==> src/rtl/io_timer_pkg.sv <==
// io_timer_pkg: register map and bit positions shared by the io_timer block
package io_timer_pkg;
  typedef enum logic [2:0] {
    REG_CTRL      = 3'd0,
    REG_STATUS    = 3'd1,
    REG_RELOAD_LO = 3'd2,
    REG_RELOAD_HI = 3'd3,
    REG_COUNT_LO  = 3'd4,
    REG_COUNT_HI  = 3'd5,
    REG_PRESCALE  = 3'd6,
    REG_NONE      = 3'd7
  } reg_e;
  localparam int CTRL_EN   = 0;
  localparam int CTRL_AUTO = 1;
  localparam int CTRL_IE   = 2;
  localparam int STAT_EXP  = 0;
  localparam int STAT_RUN  = 1;
endpackage

==> src/rtl/io_timer_prescaler.sv <==
// io_timer_prescaler: 8-bit tick divider, compiled only with IO_TIMER_PRESCALER_EN
`ifdef IO_TIMER_PRESCALER_EN
module io_timer_prescaler (
  input  logic       clk,
  input  logic       resetb,
  input  logic       en,
  input  logic       restart,
  input  logic [7:0] limit,
  output logic       tick
);
  logic [7:0] cnt;
  assign tick = en && cnt >= limit;
  // count 0..limit while enabled, one tick per wrap; restart realigns on timer start
  always_ff @(posedge clk)
    if (!resetb || restart) cnt <= '0;
    else if (en) cnt <= tick ? '0 : cnt + 8'd1;
endmodule
`endif

==> src/rtl/io_timer.sv <==
// io_timer: 16-bit down-counting timer with IRQ on one I/O select slot; IO_TIMER_PRESCALER_EN adds the prescaler
module io_timer
  import io_timer_pkg::*;
(
  input  logic       SYSCLK,
  input  logic       RESETB,
  input  logic       CSB,
  input  logic       RDB,
  input  logic       WRB,
  input  logic [2:0] A,
  input  logic [7:0] DB_IN,
  output logic [7:0] DB_OUT,
  output logic       DB_OE,
  output logic       IRQB
);
  logic        csb_q, wrb_q, rdb_q;
  logic [2:0]  a_q;
  logic [7:0]  db_q;
  logic        en, auto_rl, ie, exp_f;
  logic [15:0] reload, count;
  logic [7:0]  hi_latch;
  logic        tick, commit, ctrl_wr, stat_wr, start, expire, load;
  assign commit  = !wrb_q && WRB && !csb_q;
  assign ctrl_wr = commit && a_q == REG_CTRL;
  assign stat_wr = commit && a_q == REG_STATUS;
  assign start   = ctrl_wr && db_q[CTRL_EN] && !en;
  assign expire  = tick && count == '0;
  assign load    = start || (expire && (auto_rl || (ctrl_wr && db_q[CTRL_EN])));
  assign DB_OE   = !CSB && !RDB;
`ifdef IO_TIMER_PRESCALER_EN
  logic [7:0] prescale;
  // prescale register
  always_ff @(posedge SYSCLK)
    if (!RESETB) prescale <= '0;
    else if (commit && a_q == REG_PRESCALE) prescale <= db_q;
  io_timer_prescaler u_prescaler (
    .clk     (SYSCLK),
    .resetb  (RESETB),
    .en      (en),
    .restart (start),
    .limit   (prescale),
    .tick    (tick)
  );
`else
  assign tick = en;
`endif
  // strobe history and capture of the address/data seen while the write strobe is low
  always_ff @(posedge SYSCLK)
    if (!RESETB) begin
      csb_q <= 1'b1;
      wrb_q <= 1'b1;
      rdb_q <= 1'b1;
      a_q   <= '0;
      db_q  <= '0;
    end else begin
      csb_q <= CSB;
      wrb_q <= WRB;
      rdb_q <= RDB;
      if (!WRB && !CSB) begin
        a_q  <= A;
        db_q <= DB_IN;
      end
    end
  // control, reload and count; a CTRL write overrides the expiry's effect on EN
  always_ff @(posedge SYSCLK)
    if (!RESETB) begin
      en      <= 1'b0;
      auto_rl <= 1'b0;
      ie      <= 1'b0;
      reload  <= '0;
      count   <= '0;
    end else begin
      if (ctrl_wr) begin
        en      <= db_q[CTRL_EN];
        auto_rl <= db_q[CTRL_AUTO];
        ie      <= db_q[CTRL_IE];
      end else if (expire && !auto_rl) en <= 1'b0;
      if (commit && a_q == REG_RELOAD_LO) reload[7:0] <= db_q;
      if (commit && a_q == REG_RELOAD_HI) reload[15:8] <= db_q;
      if (load) count <= reload;
      else if (tick && count != '0) count <= count - 16'd1;
    end
  // expired flag (set beats clear), coherent high-byte latch and registered interrupt
  always_ff @(posedge SYSCLK)
    if (!RESETB) begin
      exp_f    <= 1'b0;
      hi_latch <= '0;
      IRQB     <= 1'b1;
    end else begin
      exp_f <= expire || (exp_f && !(stat_wr && db_q[STAT_EXP]));
      if (!CSB && !RDB && rdb_q && A == REG_COUNT_LO) hi_latch <= count[15:8];
      IRQB <= !(exp_f && ie);
    end
  // combinational read mux
  always_comb begin
    DB_OUT = '0;
    case (A)
      REG_CTRL: begin
        DB_OUT[CTRL_EN]   = en;
        DB_OUT[CTRL_AUTO] = auto_rl;
        DB_OUT[CTRL_IE]   = ie;
      end
      REG_STATUS: begin
        DB_OUT[STAT_EXP] = exp_f;
        DB_OUT[STAT_RUN] = en;
      end
      REG_RELOAD_LO: DB_OUT = reload[7:0];
      REG_RELOAD_HI: DB_OUT = reload[15:8];
      REG_COUNT_LO:  DB_OUT = count[7:0];
      REG_COUNT_HI:  DB_OUT = hi_latch;
`ifdef IO_TIMER_PRESCALER_EN
      REG_PRESCALE:  DB_OUT = prescale;
`endif
      default:       DB_OUT = '0;
    endcase
  end
endmodule

==> config.mk <==
export PLATFORM = sky130hd
export DESIGN_NAME = io_timer
export DESIGN_NICKNAME = d
export VERILOG_FILES = /design/src/rtl/io_timer_pkg.sv /design/src/rtl/io_timer_prescaler.sv /design/src/rtl/io_timer.sv
export SDC_FILE = /design/constraint.sdc
export NUM_CORES = 1
export LEC_CHECK = 0
export ABC_CLOCK_PERIOD_IN_PS = 2300
export CAP_MARGIN = 20
export CORE_MARGIN = 2
export CORE_UTILIZATION = 54
export CTS_BUF_LIST = sky130_fd_sc_hd__clkbuf_8
export CTS_CLUSTER_DIAMETER = 80
export CTS_CLUSTER_SIZE = 28
export DETAILED_ROUTE_END_ITERATION = 10
export PLACE_DENSITY = 0.75
export SYNTH_ARGS = -nofsm -noshare
export SYNTH_HDL_FRONTEND = slang
export SYNTH_SLANG_ARGS = --single-unit
==> constraint.sdc <==
create_clock -name SYSCLK -period 2.3 [get_ports SYSCLK]
set_clock_uncertainty 0.1 [all_clocks]
set_input_delay 0.23 -clock SYSCLK [delete_from_list [all_inputs] [get_ports SYSCLK]]
set_output_delay 0.23 -clock SYSCLK [all_outputs]
set_load 0.02 [all_outputs]
==> impl_metrics.tcl, run 1 <==
set metrics [dict create \
    clk_pin_slew_worst_paths_ps 70 \
    final_common_cell "dfxtp_1" \
    final_hold_viol_count 0 \
    whs_path_depth 3 \
    power.density_nw_per_um2 546 \
    die_w_um 76.7 \
    antenna_cells 0 \
    grt_antenna_before_repair 0 \
    grt_busiest_layer "met2" \
    drc 0 \
    rr_worst_depth 11 \
    finalMaxSlewViolations 0 \
    synth_enable_flop_cells 0 \
    hp-start "DB_IN[3]" \
    drt-total-wl_mm 8.48 \
    area_delta_synth_final_pct 36.2 \
    grt_first_pass_wirelength_mm 13.3 \
    core_area_um2 5110 \
    tns_ps -175 \
    yosysWarnings 0 \
    worstMarginPinSlew_ps 636 \
    met2_usage_pct 46.5 \
    period_needed_ps 2340 \
    setup_viol 9 \
    layout_common_cells "dfxtp_1 (57), nor2_1 (51), buf_4 (46), a21oi_1 (31), nand2_1 (30)" \
    clk-insertion-delay-late_ps 350 \
    cts_tree "built" \
    path_max_fanout 8 \
    grt_max_degree 28 \
    postSynthAreaPerCell_um2 8.52 \
    critical_path.startpoint_type "register" \
    synth_seq_area_share_pct 41.4 \
    r2r-start "count[1]" \
    vias 2865 \
    synth_ff_type "dfxtp_1" \
    synthCells 335 \
    numCtsBuffers 9 \
    post-dp-hpwl_mm 5.96 \
    required_ps 2440 \
    netlist_area_um2 2850 \
    grtUsageMet3_pct 6.71 \
    ant_nets 0 \
    synthArstFlopShare_pct 0 \
    p_leak_uw 0.00171 \
    yosysUniqueCellTypes 52 \
    max_clock_freq_mhz 427 \
    utilization_pct 76.1 \
    pre_cts_slack_ps -123 \
    grt_pass1_vias 2775 \
    maxCapViolations 0 \
    fin_nets 422 \
    fillCellCount 380 \
    dp_cells 454 \
    ys_seq_elements 59 \
    io-pin-count 26 \
    gp_congestion 0.925 \
    drt_pre_antenna_iters 5 \
    rsz0062_at_grt "yes" \
    hold_end "db_q[3]" \
    via_per_inst 5.98 \
    fin_ws_ps -44.6 \
    row_count 26 \
    reg2reg_slack_ps -40 \
    die_area_um2 5880 \
    timing.rr.end "count[4]" \
    path_class "reg -> reg" \
    wire_per_inst_um 17.7 \
    cts-root-buf "clkbuf_8" \
    syn_nets 353 \
    relSlewSlack_pct 57.6 \
    clk_path_buf_depth 2 \
    grt_use_total_pct 29.4 \
    initial_core_util_pct 55.9 \
    status "finished, violations left" \
    fin_cells 479 \
    critPathCaptureType "register" \
    drive_gt1_share_pct 27.1 \
    drt_iter0_drc 401 \
    overflow 0 \
    period_share_pct 102 \
    hold_buffers 0 \
    hp-class "in -> reg" \
    arrival_ps 2490 \
    fp.dieH_um 76.7 \
    ir_drop_v 0.000387 \
    numPortBuffers 25 \
    grtUsageMet1_pct 37.1 \
    cts.sinks 59 \
    htree_num_levels 3 \
    violations "negative setup slack" \
]
power breakdown:
group | total (µW) | internal [µW] | switching (µW)
Combinational | 143 | 66.5 | 76.5
Clock | 935 | 519 | 417
Sequential | 1040 | 1030 | 9.88
critical path, stage by stage (launching register included):
cell	delay, ps
dfxtp_2	330
inv_2	70
ha_4	120
or4b_4	480
buf_6	140
o41ai_4	290
buf_6	170
buf_12	130
buf_8	130
nor2_1	40
o21ai_0	150
a21oi_1	80
how the worst max path moves through the flow:
stage | from | to | slack (ps) | depth (start not counted)
6_report | count[1] | count[4] | -40 | 11
5_1_grt | count[1] | count[2] | -110 | 11
4_1_cts | count[0] | count[10] | 8 | 9
3_5_place_dp | count[1] | count[6] | -120 | 7
3_3_place_gp | count[0] | count[6] | -100 | 7
2_1_floorplan | count[0] | count[11] | 10 | 8
cell usage after synthesis (all sizes together) (4+ instances only):
library cell	number	share of area [%]
buf	6	1.9
nor2	56	7.5
a221oi	5	1.8
inv	4	0.53
dfxtp	59	41
nor4	4	1.1
or4	5	1.3
nor3	7	1.2
mux2i	29	10
a21oi	33	5.8
nand2	35	4.8
nand2b	4	0.88
nand3	5	0.88
a31oi	5	1.1
clkbuf	17	2.2
a22oi	8	2.1
o21ai	13	2.4
nor3b	5	1.3
stage by stage:
step / hold WS (ps) / total power, µW / instance area [µm²]
floorplan: 203 / 1130 / 2850
global placement: 311 / 1210 / 3450
detailed placement: 318 / 1210 / 3450
CTS: 315 / 2130 / 3720
global route: 350 / 2200 / 3890
finish: 321 / 2120 / 3890
state kept, by name, indices dropped and copies added, names as in the netlist:
register / cells
ie: 1
wrb_q: 1
reload: 16
db_q: 8
rdb_q: 1
csb_q: 1
a_q: 3
hi_latch: 8
exp_f: 1
count: 16
en: 1
auto_rl: 1
IRQB: 1
metal layers:
metal  vias up  share of wire [%]
met5         -                  0
met4         0                4.1
met3        43                7.6
met2       143                 48
met1      1331                 40
li1       1348                  -
area by class of cell:
class | instances | area, µm² | share of cell area (%)
repair buffers | 81 | 743 | 19.1
clock buffers | 10 | 138 | 3.54
flip-flops and latches | 59 | 1180 | 30.5
well taps | 70 | 87.6 | 2.25
inverters | 4 | 15.0 | 0.386
clock inverters | 6 | 57.6 | 1.48
multi-input cells | 249 | 1660 | 42.8
repair_timing:
| item | 4_1_cts | 5_1_grt |
|---|---|---|
| pin swaps | 4 | 10 |
| hold endpoints to repair | 0 | 0 |
| setup buffers | 4 | 4 |
| gates resized for setup | 18 | 37 |
| gates cloned | 1 | 0 |
| setup endpoints to repair | 22 | 17 |
cells by family (layout without fill, tap and decap cells):
kind of cell,Yosys count,in the layout,share of synthesized area (%)
muxes,32,32,11.4
AOI/OAI and AO/OA,82,82,19.5
buffers and inverters,27,101,4.65
DFF,59,59,41.4
adders and majority gates,2,2,0.877
and+or+nand+nor,133,133,22.2
Note: power is estimated with default switching activity, not from simulation.
==> run 2, diff against run 1 <==
--- a/config.mk
+++ b/config.mk
@@ -7,8 +7,10 @@
 export LEC_CHECK = 0
 export ABC_CLOCK_PERIOD_IN_PS = 2300
 export CAP_MARGIN = 20
+export CELL_PAD_IN_SITES_DETAIL_PLACEMENT = 0
+export CELL_PAD_IN_SITES_GLOBAL_PLACEMENT = 1
 export CORE_MARGIN = 2
-export CORE_UTILIZATION = 54
+export CORE_UTILIZATION = 41
 export CTS_BUF_LIST = sky130_fd_sc_hd__clkbuf_8
 export CTS_CLUSTER_DIAMETER = 80
 export CTS_CLUSTER_SIZE = 28
==> run 2 against run 1 <==
  * The flow still finishes with violations (negative setup slack)
  * Worst setup slack improved by 23 ps
  * Non-clock buffer count increased by 1
  * Global-route usage decreased by 6.4 points
  * Fmax increased by 1.0%
  * Routed wire length decreased by 3.4%
  * Sequential share of layout area decreased by 0.23 points
  * Critical path depth decreased by 3
==> impl_metrics.tcl, run 2 (same netlist as run 1, synthesis figures left out) <==
set metrics [dict create \
    pre_cts_slack_ps -183 \
    area_delta_synth_final_pct 37.2 \
    clk_pin_slew_worst_paths_ps 70 \
    fillCellCount 627 \
    grt_max_degree 37 \
    overflow 0 \
    period_needed_ps 2320 \
    die_area_um2 7640 \
    drt_pre_antenna_iters 4 \
    wire_per_inst_um 16.7 \
    path_class "reg -> reg" \
    utilization_pct 58.0 \
    gp_congestion 0.940 \
    final_hold_viol_count 0 \
    relSlewSlack_pct 59.9 \
    layout_common_cells "dfxtp_1 (57), nor2_1 (51), buf_4 (49), nand2_1 (32), mux2i_1 (29)" \
    clk_path_buf_depth 2 \
    required_ps 2440 \
    fp.dieH_um 87.4 \
    power.density_nw_per_um2 579 \
    arrival_ps 2470 \
    grt_first_pass_wirelength_mm 13.4 \
    vias 2777 \
    finalMaxSlewViolations 0 \
    drive_gt1_share_pct 27.6 \
    cts-root-buf "clkbuf_8" \
    fin_ws_ps -21.3 \
    grt_pass1_vias 2668 \
    setup_viol 2 \
    hp-class "in -> reg" \
    critical_path.startpoint_type "register" \
    die_w_um 87.4 \
    maxCapViolations 0 \
    drt-total-wl_mm 8.19 \
    antenna_cells 0 \
    ant_nets 0 \
    grt_use_total_pct 23.0 \
    numPortBuffers 25 \
    ir_drop_v 0.000382 \
    numCtsBuffers 9 \
    p_leak_uw 0.00174 \
    initial_core_util_pct 42.2 \
    drt_iter0_drc 153 \
    cts.sinks 59 \
    core_area_um2 6760 \
    hold_buffers 0 \
    status "finished, violations left" \
    final_common_cell "dfxtp_1" \
    via_per_inst 5.68 \
    critPathCaptureType "register" \
    worstMarginPinSlew_ps 601 \
    grt_antenna_before_repair 0 \
    cts_tree "built" \
    violations "negative setup slack" \
    period_share_pct 101 \
    io-pin-count 26 \
    drc 0 \
    top_regs "count: 16 flops, reload: 16 flops" \
    rsz0062_at_grt "yes" \
    post-dp-hpwl_mm 6.02 \
    max_clock_freq_mhz 431 \
    row_count 30 \
    path_max_fanout 7 \
    fin_nets 423 \
    clk-insertion-delay-late_ps 350 \
    htree_num_levels 3 \
]
[run 2: timing repair]
action	in CTS	in global routing
gates resized for setup	13	39
setup endpoints to repair	21	16
pin swaps	2	15
buffers inserted	4	5
[run 2: through the flow]
stage / setup TNS, ps / cell area [µm²] / total power [µW] / hold slack [ps] / std cells
after global routing: -595 / 3920 / 2350 / 332 / 489
final: -26.6 / 3920 / 2270 / 322 / 489
after global placement: -1270 / 3480 / 1210 / 336 / 466
after detailed placement: -1380 / 3480 / 1210 / 335 / 466
after floorplan: 0 / 2850 / 1130 / 203 / 335
after CTS: 0 / 3760 / 2280 / 320 / 485
[run 2: worst max-delay path, stage by stage, from the launching register on]
cell and delay (ps):
dfxtp_2 320, inv_2 70, ha_4 120, or4b_4 470, o41a_1 500, buf_4 170, nor2_4 190, nor2_1 60
o221a_2 220
[run 2: metal layers]
metal	vias up	track usage (%)	routed length [µm]
li1	1358	-	-
met1	1339	30.5	3870
met2	68	36.3	3850
met3	12	5.88	336
met4	0	7.83	134
met5	-	0	0
[run 2: cell type report]
class | count | area, µm² | share of cell area (%)
Clock inverter | 4 | 73.8 | 1.88
Clock buffer | 11 | 151 | 3.87
Sequential cell | 59 | 1180 | 30.2
Tap cell | 80 | 100 | 2.56
Inverter | 4 | 15.0 | 0.383
Multi-Input combinational cell | 249 | 1660 | 42.5
Timing Repair Buffer | 82 | 728 | 18.6
[run 2: report_power, final]
part	leakage [µW]	switching, µW	internal (µW)
Clock	0.000115	419	663
Sequential	0.000478	9.95	1030
Combinational	0.00115	75.4	67.6
Total	0.00174	505	1760
[run 2: final timing paths]
path                               start       end  slack, ps  depth (start not counted)
worst max-delay path            count[0]  count[6]        -20                          8
worst min-delay path            DB_IN[7]   db_q[7]        320                          3
worst max register to register  count[0]  count[6]        -20                          8
worst min register to register     exp_f      IRQB        350                          1
==> run 3, diff against run 2 <==
--- a/config.mk
+++ b/config.mk
@@ -16,6 +16,8 @@
 export CTS_CLUSTER_SIZE = 28
 export DETAILED_ROUTE_END_ITERATION = 10
 export PLACE_DENSITY = 0.75
+export RECOVER_POWER = 100
+export SKIP_CTS_REPAIR_TIMING = 1
 export SYNTH_ARGS = -nofsm -noshare
 export SYNTH_HDL_FRONTEND = slang
 export SYNTH_SLANG_ARGS = --single-unit
==> run 3 against run 2 <==
  * The run now ends clean
  * Cell count shrank 0.41%
  * Via count grew 0.65%
  * Final area shrank 2.7%
  * Worst hold slack is essentially flat
  * Routed wire length is essentially flat
  * First-iteration DRC count grew 29%
  * Worst setup slack gained 51 ps
  * Clock-buffer cell count is the same
  * Critical path type unchanged
  * Largest power group unchanged
==> impl_metrics.tcl, run 3 (same netlist as run 1, synthesis figures left out) <==
set metrics [dict create \
    status "completed" \
    cts-root-buf "clkbuf_8" \
    multi_input_area_um2 1610 \
    final_common_cell "dfxtp_1" \
    ant_nets 0 \
    final_hold_viol_count 0 \
    drt-total-wl_mm 8.18 \
    regArea_um2 1180 \
    path_buf_inv 2 \
    max_stage_delay_ps 460 \
    htree_num_levels 3 \
    whs_path_depth 3 \
    clk_path_buf_depth 2 \
    crit_chain "inv_2, ha_4, or4b_4, o41a_1, buf_4, nand2_2, nor2_1, o311a_1" \
    post-dp-hpwl_mm 6.02 \
    drc 0 \
    drt_iter0_drc 197 \
    p_leak_uw 0.00174 \
    hold_end "db_q[7]" \
    final_cell_area_um2 3810 \
    grt_max_degree 37 \
    row_count 30 \
    ir_drop_v 0.000380 \
    die_area_um2 7640 \
    grt_first_pass_wirelength_mm 13.3 \
    pre_cts_slack_ps -183 \
    pwr-share-seq_pct 46.1 \
    fin_nets 421 \
    maxCapViolations 0 \
    gp_congestion 0.940 \
    critical_path.startpoint_type "register" \
    crit_family "compound AO/OA/AOI/OAI gates" \
    clock_power_share_pct 47.7 \
    finalMaxSlewViolations 0 \
    setup_viol 0 \
    grt_antenna_before_repair 0 \
    top_regs "count: 16 flops, reload: 16 flops" \
    p_switching_uw 503 \
    grt_pass1_vias 2661 \
    io-pin-count 26 \
    vias 2795 \
    fin_ws_ps 29.7 \
    placed_area_um2 3480 \
    overflow 0 \
    max_clock_freq_mhz 440 \
    drt_pre_antenna_iters 5 \
    antenna_cells 0 \
    period_needed_ps 2270 \
    clk_pin_slew_worst_paths_ps 70 \
    numPortBuffers 25 \
    tns_ps 0 \
    relSlewSlack_pct 53.9 \
    fp.dieH_um 87.4 \
    required_ps 2430 \
    utilization_pct 56.4 \
    reg2reg_slack_ps 30 \
    grt_use_total_pct 22.9 \
    cts_tree "built" \
    swShare_pct 22.2 \
    rr_worst_depth 8 \
    area_delta_synth_final_pct 33.5 \
    clk-insertion-delay-late_ps 350 \
    path_max_fanout 7 \
    arrival_ps 2400 \
    initial_core_util_pct 42.2 \
    hp-class "in -> reg" \
    critPathCaptureType "register" \
    die_w_um 87.4 \
    hp-start "DB_IN[7]" \
    timing.rr.end "count[11]" \
    layout_common_cells "dfxtp_1 (58), nor2_1 (54), buf_4 (43), nand2_1 (32), a21oi_1 (31)" \
    combPwrFrac_pct 6.2 \
    path_class "reg -> reg" \
    r2r-start "count[0]" \
    drive_gt1_share_pct 22.9 \
    wire_per_inst_um 16.8 \
    numCtsBuffers 9 \
    period_share_pct 98.7 \
    core_area_um2 6760 \
    crit_path_top_delay_cell "or4b_4" \
    power.density_nw_per_um2 594 \
    via_per_inst 5.74 \
    cts.sinks 59 \
    fillCellCount 635 \
    worstMarginPinSlew_ps 692 \
    cellInternalPower_uw 1760 \
]
-- run 3: cell type report --
class,instances,share of cell area (%)
clock buffer,11,3.97
clock inverter,4,1.94
inverter,4,0.394
multi-input combinational,249,42.2
sequential,59,31.0
tap,80,2.63
timing repair buffer,80,17.9
-- run 3: metrics by stage --
stage	hold slack, ps	instances	total power, µW
after floorplan	203	335	1130
after global placement	336	466	1210
after detailed placement	335	466	1210
after CTS	320	481	2290
after global routing	332	487	2340
final	321	487	2260
-- run 3: power groups by stage --
stage / Sequential (µW) / Combinational, µW / Clock [µW]
after floorplan: 1060 / 71.1 / 0
after global placement: 1070 / 143 / 0
after detailed placement: 1070 / 144 / 0
after CTS: 1040 / 145 / 1100
after global routing: 1040 / 154 / 1140
final: 1040 / 140 / 1080
-- run 3: worst max-delay path by stage --
stage / startpoint / to / slack, ps / cells past startpoint
6_report: count[0] / count[11] / 30 / 8
5_1_grt: count[0] / count[10] / -10 / 10
4_1_cts: A[1] / DB_OUT[4] / -180 / 6
3_5_place_dp: A[1] / DB_OUT[4] / -180 / 6
3_3_place_gp: A[1] / DB_OUT[4] / -150 / 6
2_1_floorplan: count[0] / count[11] / 10 / 8
-- run 3: worst register-to-register path: stages, from the launching register on --
cell	delay [ps]
dfxtp_1	320
inv_2	80
ha_4	120
or4b_4	460
o41a_1	450
buf_4	220
nand2_2	90
nor2_1	40
o311a_1	280
-- run 3: metal layers --
metal,vias to the layer above,track usage (%),wire (µm)
li1,1345,-,-
met1,1350,30.4,3900
met2,86,36.0,3750
met3,14,5.97,379
met4,0,7.55,156
met5,-,0,0
